===== src/rtl/alu_ctrl_issue.sv =====
// -----------------------------------------------------------------------------
// alu_ctrl_issue
//   Decodes RV32I instructions into a 4-bit ALU operation code and hands the
//   result to EX through a registered valid/ready stage. The output stage is a
//   2-entry skid buffer: M (main) drives ex_*, S (skid) catches the op accepted
//   while M is stalled. id_ready is a flop, so an EX stall never creates a
//   combinational path back into decode.
//
// Ports
//   clk, rst        rising-edge clock, asynchronous active-high reset
//   flush           synchronous squash of M and S (highest priority)
//   id_valid/ready  decode-side handshake; id_instr, id_pc are the payload
//   ex_valid/ready  execute-side handshake
//   ex_alu_ctrl     ALU operation code
//   ex_src_imm      1: operand B is the immediate, 0: rs2
//   ex_illegal      opcode/funct not supported (ex_alu_ctrl = ILLEGAL_CTRL)
//   ex_pc           PC tag of the op
// -----------------------------------------------------------------------------
module alu_ctrl_issue #(
  parameter int unsigned PC_W         = 32,
  parameter logic [3:0]  ILLEGAL_CTRL = 4'b0000
) (
  input  logic            clk,
  input  logic            rst,
  input  logic            flush,
  input  logic            id_valid,
  output logic            id_ready,
  input  logic [31:0]     id_instr,
  input  logic [PC_W-1:0] id_pc,
  output logic            ex_valid,
  input  logic            ex_ready,
  output logic [3:0]      ex_alu_ctrl,
  output logic            ex_src_imm,
  output logic            ex_illegal,
  output logic [PC_W-1:0] ex_pc
);

  // Opcodes
  localparam logic [6:0] OP_R      = 7'b0110011;
  localparam logic [6:0] OP_I      = 7'b0010011;
  localparam logic [6:0] OP_LOAD   = 7'b0000011;
  localparam logic [6:0] OP_STORE  = 7'b0100011;
  localparam logic [6:0] OP_BRANCH = 7'b1100011;
  localparam logic [6:0] OP_LUI    = 7'b0110111;
  localparam logic [6:0] OP_AUIPC  = 7'b0010111;
  localparam logic [6:0] OP_JAL    = 7'b1101111;
  localparam logic [6:0] OP_JALR   = 7'b1100111;

  // ALU operation codes
  localparam logic [3:0] ALU_ADD  = 4'b0000;
  localparam logic [3:0] ALU_SUB  = 4'b0001;
  localparam logic [3:0] ALU_AND  = 4'b0010;
  localparam logic [3:0] ALU_OR   = 4'b0011;
  localparam logic [3:0] ALU_SLL  = 4'b0100;
  localparam logic [3:0] ALU_SLT  = 4'b0101;
  localparam logic [3:0] ALU_XOR  = 4'b0110;
  localparam logic [3:0] ALU_SRL  = 4'b0111;
  localparam logic [3:0] ALU_SLTU = 4'b1000;
  localparam logic [3:0] ALU_SRA  = 4'b1111;

  localparam logic [6:0] F7_ZERO = 7'b0000000;
  localparam logic [6:0] F7_ALT  = 7'b0100000;

  typedef struct packed {
    logic [3:0]      alu_ctrl;
    logic            src_imm;
    logic            illegal;
    logic [PC_W-1:0] pc;
  } entry_t;

  // Shared R/I-type funct3 mapping; alt selects SUB/SRA.
  function automatic logic [3:0] arith_ctrl(input logic [2:0] f3, input logic alt);
    logic [3:0] code;
    case (f3)
      3'b000:  code = alt ? ALU_SUB : ALU_ADD;
      3'b001:  code = ALU_SLL;
      3'b010:  code = ALU_SLT;
      3'b011:  code = ALU_SLTU;
      3'b100:  code = ALU_XOR;
      3'b101:  code = alt ? ALU_SRA : ALU_SRL;
      3'b110:  code = ALU_OR;
      default: code = ALU_AND;
    endcase
    return code;
  endfunction

  logic [6:0] opcode;
  logic [2:0] f3;
  logic [6:0] f7;
  logic       unused_instr_bits;

  assign opcode            = id_instr[6:0];
  assign f3                = id_instr[14:12];
  assign f7                = id_instr[31:25];
  assign unused_instr_bits = ^{id_instr[24:15], id_instr[11:7]};

  entry_t dec_entry;

  // Instruction decode; anything not matched below stays illegal.
  always_comb begin
    dec_entry          = '0;
    dec_entry.alu_ctrl = ILLEGAL_CTRL;
    dec_entry.src_imm  = 1'b0;
    dec_entry.illegal  = 1'b1;
    dec_entry.pc       = id_pc;
    case (opcode)
      OP_R: begin
        // funct7 0100000 only exists for SUB and SRA
        if ((f7 == F7_ZERO) ||
            ((f7 == F7_ALT) && ((f3 == 3'b000) || (f3 == 3'b101)))) begin
          dec_entry.alu_ctrl = arith_ctrl(f3, f7[5]);
          dec_entry.illegal  = 1'b0;
        end
      end
      OP_I: begin
        // ADDI carries immediate bits in [31:25], so bit 30 is not an opcode modifier
        dec_entry.alu_ctrl = (f3 == 3'b000) ? ALU_ADD : arith_ctrl(f3, f7[5]);
        dec_entry.src_imm  = 1'b1;
        dec_entry.illegal  = 1'b0;
      end
      OP_BRANCH: begin
        case (f3)
          3'b000, 3'b001: begin dec_entry.alu_ctrl = ALU_SUB;  dec_entry.illegal = 1'b0; end
          3'b100, 3'b101: begin dec_entry.alu_ctrl = ALU_SLT;  dec_entry.illegal = 1'b0; end
          3'b110, 3'b111: begin dec_entry.alu_ctrl = ALU_SLTU; dec_entry.illegal = 1'b0; end
          default: ;
        endcase
      end
      OP_LOAD, OP_STORE, OP_LUI, OP_AUIPC, OP_JAL, OP_JALR: begin
        dec_entry.alu_ctrl = ALU_ADD;
        dec_entry.src_imm  = 1'b1;
        dec_entry.illegal  = 1'b0;
      end
      default: ;
    endcase
  end

  logic   m_valid_q, m_valid_d;
  logic   s_valid_q, s_valid_d;
  logic   id_ready_q, id_ready_d;
  entry_t m_q, m_d;
  entry_t s_q, s_d;
  logic   id_fire;

  assign id_fire = id_valid & id_ready_q;

  // Skid-buffer next state. S is only ever occupied while M is, so M is always the older op.
  always_comb begin
    m_valid_d = m_valid_q;
    s_valid_d = s_valid_q;
    m_d       = m_q;
    s_d       = s_q;
    if (flush) begin
      m_valid_d = 1'b0;
      s_valid_d = 1'b0;
    end else if (s_valid_q) begin
      // id_ready is low here, so the only possible move is S -> M
      if (ex_ready) begin
        m_d       = s_q;
        s_valid_d = 1'b0;
      end
    end else if (!m_valid_q || ex_ready) begin
      m_valid_d = id_fire;
      if (id_fire) begin
        m_d = dec_entry;
      end
    end else if (id_fire) begin
      s_valid_d = 1'b1;
      s_d       = dec_entry;
    end
    id_ready_d = ~s_valid_d;
  end

  always_ff @(posedge clk or posedge rst) begin
    if (rst) begin
      m_valid_q  <= 1'b0;
      s_valid_q  <= 1'b0;
      id_ready_q <= 1'b1;
      m_q        <= '0;
      s_q        <= '0;
    end else begin
      m_valid_q  <= m_valid_d;
      s_valid_q  <= s_valid_d;
      id_ready_q <= id_ready_d;
      m_q        <= m_d;
      s_q        <= s_d;
    end
  end

  assign id_ready    = id_ready_q;
  assign ex_valid    = m_valid_q;
  assign ex_alu_ctrl = m_q.alu_ctrl;
  assign ex_src_imm  = m_q.src_imm;
  assign ex_illegal  = m_q.illegal;
  assign ex_pc       = m_q.pc;

endmodule


===== config.mk =====
export PLATFORM = sky130hd
export DESIGN_NAME = alu_ctrl_issue
export DESIGN_NICKNAME = d
export VERILOG_FILES = /design/src/rtl/alu_ctrl_issue.sv
export SDC_FILE = /design/constraint.sdc
export NUM_CORES = 1
export LEC_CHECK = 0
export ABC_CLOCK_PERIOD_IN_PS = 7300
export CAP_MARGIN = 5
export CORE_AREA = 2 2 94 96
export DETAILED_ROUTE_END_ITERATION = 10
export DIE_AREA = 0 0 96 98
export PLACE_DENSITY = 0.76
export SLEW_MARGIN = 20
export SYNTH_ARGS = -nofsm -noshare
export SYNTH_HDL_FRONTEND = slang
export SYNTH_SLANG_ARGS = --single-unit

===== constraint.sdc =====
create_clock -name clk -period 7.3 [get_ports clk]
set_clock_uncertainty 0.1 [all_clocks]
set_input_delay 2.19 -clock clk [delete_from_list [all_inputs] [get_ports clk]]
set_output_delay 2.19 -clock clk [all_outputs]
set_load 0.02 [all_outputs]

Word-level counts from Yosys, hierarchy flattened
Cells that the tools add are included.

Bits in registers: 79. Input port bits: 69. Output and inout bits: 40.

Equality and inequality tests: 19. Multiplexer cells: 24. Bitwise gates (word level): 5. Reductions and logical operators: 18.

Operators with widths (number): 2-to-1 mux 38 bit (4); equality test 7 x 6 -> 1 bit (second input constant) (4); one-hot mux 4 bit (7 select lines) (1); one-hot mux 4 bit (3 select lines) (2); one-hot mux 4 bit (6 select lines) (1); equality test 7 bit (second input constant) (3); equality test 7 x 5 -> 1 bit (second input constant) (2); equality test 3 bit (second input constant) (4); 2-to-1 mux 1 bit (12); 2-to-1 mux 4 bit (3); AND reduction 4 bit (2); equality test 7 x 2 -> 1 bit (second input constant) (1); logical NOT 7 bit (1); OR reduction 7 bit (1); equality test 3 x 2 -> 1 bit (second input constant) (2); nonzero test 2 bit (3); OR reduction 2 bit (3); OR reduction 6 bit (1); != test 2 bit (second input constant) (2); NOT 1 bit (4); equality test 3 x 1 -> 1 bit (second input constant) (1); logical NOT 3 bit (1); logical OR 1 bit (3); one-hot mux 1 bit (3 select lines) (1); 4 further kinds (4).

Logic depth before layout (Yosys ltp)
Depth in word-level cells: 9. Mapped depth: 7. Mapped depth without buffers: 5.

Worst setup path after synthesis
No wires, ideal clock.

Path kind: input to register. From: in id_instr[14]. To: reg m_q, in the netlist ex_alu_ctrl[3]. Data arrival time: 3487 ps. Data required time: 7071 ps. Path slack: 3584 ps. Cell stages on the path: 6. Path through: buf_6 or3_4 nand3_2 a21bo_1 and4_1 o41a_1.

Word-level cells in the longest chain between the ends: 9. Elaborated cells between the ends (all ways): 23.

Ends and longest elaborated chain: start, declared (line 28) `input logic [31:0] id_instr,`; branches (longest 5 deep; another with one-hot mux 4 bit (7 select lines)); one-hot mux 4 bit (3 select lines) * (line 106) `case (opcode)`; 2-to-1 mux 38 bit * (line 164) `if (id_fire) begin`; 2-to-1 mux 38 bit * (line 162) `end else if (!m_valid_q || ex_ready) begin`; 2-to-1 mux 38 bit * (line 156) `end else if (s_valid_q) begin`; end signal, assigned (line 185) `m_q <= m_d;`; end, declared (line 141) `entry_t m_q, m_d;`.

Every way passes the cells marked *. The select of a mux whose other input is x is not followed. A chain may end at the register's enable or synchronous reset.

Worst setup path in the final report
From: in id_valid. To: reg s_q[32] (netlist name).

Word-level cells in the longest chain between the ends: 2.

Ends and longest elaborated chain: start, declared (line 26) `input logic id_valid,`; AND 1 bit (line 145) `assign id_fire = id_valid & id_ready_q;`; AND reduction 4 bit (no line); end signal, assigned (line 180) `s_q <= '0;`; end signal, assigned (line 186) `s_q <= s_d;`; end, declared (line 142) `entry_t s_q, s_d;`.

No other way between the ends.

==> flow_metrics.tcl <==
set metrics [dict create \
    status "finished clean" \
    worst_path_largest_cell_delay_ns 0.62 \
    io_pins 109 \
    synth_ff_type "dfrtp_1" \
    crit_type "in -> reg" \
    power.density_mw_per_mm2 247 \
    switching_share_pct 27.4 \
    async_flop_share_pct 100 \
    antenna_found_initial 0 \
    finalCritPeriodShare_pct 55.3 \
    post_dp_cell_area_mm2 0.00465 \
    fmax_mhz 248 \
    power_mw 1.21 \
    drive_above_1_share_pct 15.1 \
    syn_to_final_growth_pct 33.9 \
    worst_ep_arrival_time_ns 4.13 \
    ir_worst_vdd_v 0.000143 \
    worstMarginPinSlew_ns 0.755 \
    first_pass_iters 4 \
    required_ns 7.39 \
    fin_area_mm2 0.00488 \
    worstSetupEndpointType "register" \
    die_h_um 98 \
    dp_cells 508 \
    path_clk_slew_ns 0.07 \
    synth_area_leaders "dfrtp_1, mux2_2, mux2i_1" \
    cts.sinks 79 \
    critPathSlowestCell "a2111oi_0" \
    die_area_mm2 0.00941 \
    io_buffer_count 93 \
    grt_pass1_wl_um 13000 \
    switchingPower_mw 0.331 \
    clkPwrFrac_pct 29.7 \
    initial_utilization_pct 43.1 \
    final-instance-count-excl-fill 524 \
    avgSynthCellArea_um2 11.3 \
    synth_area_mm2 0.00365 \
    hold_path_class "reg -> reg" \
    crit_chain "clkdlybuf4s50_1 > and3_1 > nand3_4 > a2111oi_0 > a21oi_1" \
    min_period_ns 4.04 \
    synth.distinct_cells 47 \
    post-cts-setup-buffers 0 \
    cts_buffer_depth 2 \
    syn_nets 393 \
    grt.met1_usage_pct 22.0 \
    clock_latency_ns 0.34 \
    yosysSeqAreaShare_pct 54.2 \
    grt_max_degree 73 \
    leakage_nw 2.03 \
    synth_top_area_share_pct 53.5 \
    chipWidth_um 96 \
    nFillCells 757 \
    grt_usage_pct 17.5 \
    drtIter0Drc 91 \
    slew_viol_final 0 \
    postCtsResizedCells 0 \
    gp_congestion 0.866 \
    startpoint_type "primary input" \
    met2_usage_pct 29.5 \
    timing.hold.ws_ns 0.379 \
    numCtsBuffers 9 \
    grt_pass1_vias 2770 \
    n_antenna_cell 0 \
    grt-ovfl-total 0 \
    cap_violations 0 \
    htreeDepth 3 \
    cts-hold-fix-buffers 0 \
    totalWireLength_um 7700 \
    drc 0 \
    hold_viol_final 0 \
    cts_tree "yes" \
    dp_slack_ns 2.39 \
    dpl.hpwl_um 5220 \
    finalSetupViolations 0 \
    yosys.area.top_type "dfrtp_1" \
    grt-busiest-layer "met2" \
    crit_fanout 44 \
    root_buffer "clkbuf_8" \
    wire_per_inst_um 14.7 \
    ys.warnings.count 0 \
    met3_usage_pct 3.78 \
    pwr-share-comb_pct 23.2 \
    seq_power_share_pct 47.1 \
    ys_seq_elements 79 \
    fin_tns_setup_ns 0 \
    viasPerCell 5.24 \
    synth_edf_count 0 \
    core_mm2 0.00847 \
    grt_setup_unrepaired "no" \
    finalNetCount 480 \
    syn_inst 324 \
    final_antenna_net_count 0 \
    slew-limit-headroom_pct 49.3 \
    worst_slack_ns 3.26 \
    intPower_mw 0.877 \
    utilization_pct 57.7 \
    vias 2744 \
    fp-row-count 34 \
]
cell usage in the layout, fill, tap and decap left out, types with 5 or more instances in the layout:
| cell | netlist | routed |
|---|---|---|
| a21oi_1 | 9 | 9 |
| clkbuf_8 | 0 | 10 |
| clkdlybuf4s50_1 | 0 | 93 |
| dfrtp_1 | 78 | 77 |
| inv_1 | 8 | 7 |
| mux2_2 | 32 | 32 |
| mux2i_1 | 32 | 32 |
| nand2_1 | 43 | 43 |
| nor2_1 | 5 | 5 |
| o21ai_0 | 44 | 44 |
worst max-delay path: cells and delay by family:
family / cells / cell delay (ns)
compound gates: 2 / 0.71
buf+inv: 1 / 0.50
simple gates: 2 / 0.73
cell type report:
cell class / instances / area, um2 / share of cell area [%]
Sequential cell: 79 / 1980 / 40.5
Multi-Input combinational cell: 218 / 1570 / 32.1
Timing Repair Buffer: 95 / 946 / 19.4
Clock buffer: 11 / 141 / 2.89
Tap cell: 108 / 135 / 2.77
Clock inverter: 5 / 81.3 / 1.66
Inverter: 8 / 31.3 / 0.640
sequential cells by signal (all words and copies together), names as in the netlist:
signal,count
ex_src_imm,1
ex_illegal,1
s_valid_q,1
ex_alu_ctrl,4
ex_pc,32
id_ready,1
ex_valid,1
s_q,38
power by group through the flow:
| stage | clock network (mW) | logic [mW] | registers (mW) |
|---|---|---|---|
| 5_1_grt | 0.386 | 0.306 | 0.581 |
| 3_3_place_gp | 0 | 0.276 | 0.571 |
| 3_5_place_dp | 0 | 0.284 | 0.578 |
| 4_1_cts | 0.368 | 0.285 | 0.570 |
| 6_report | 0.359 | 0.280 | 0.569 |
| 2_1_floorplan | 0 | 0.111 | 0.613 |
logic make-up after synthesis:
group / synth area share [%]
buffers and inverters: 3.22
flip-flops: 54.2
AO/OA/AOI/OAI: 12.9
XOR/XNOR: 0.240
multiplexers: 18.7
AND/OR/NAND/NOR: 10.8
routing by layer:
metal  up-vias  wire (um)  part of all wire (%)
met1      1336       3350                    44
met4         0         92                   1.2
met2        65       3920                    51
met3        10        333                   4.3
li1       1333          -                     -
met5         -          0                     0
path summary, 6_finish.rpt:
| kind | from | to | slack (ns) | cells after the start |
|---|---|---|---|---|
| setup / recovery | id_valid | s_q[32]$_DFFE_PP0P_ | 3.26 | 5 |
| hold / removal | ex_pc[22]$_DFFE_PP0P_ | ex_pc[22]$_DFFE_PP0P_ | 0.38 | 2 |
| setup reg to reg | s_valid_q$_DFF_PP0_ | ex_alu_ctrl[3]$_DFFE_PP0P_ | 4.80 | 4 |
| hold reg to reg | ex_pc[22]$_DFFE_PP0P_ | ex_pc[22]$_DFFE_PP0P_ | 0.38 | 2 |
| max in group asynchronous | rst | s_valid_q$_DFF_PP0_ | 3.98 | 3 |
| min in group asynchronous | rst | ex_pc[6]$_DFFE_PP0P_ | 2.14 | 2 |
synthesized netlist by cell type (2+ instances only):
cell type / count
a2111oi_0: 3
a21oi_1: 9
a31oi_1: 3
and3_1: 3
and3b_1: 2
and4_1: 2
buf_2: 7
clkbuf_1: 10
dfrtp_1: 78
inv_1: 8
mux2_2: 32
mux2i_1: 32
nand2_1: 43
nand2b_1: 3
nand3_1: 4
nand3b_1: 3
nor2_1: 5
nor3_1: 2
o21a_1: 3
o21ai_0: 44
o31ai_1: 2
Note: power is estimated with default switching activity, not from simulation.
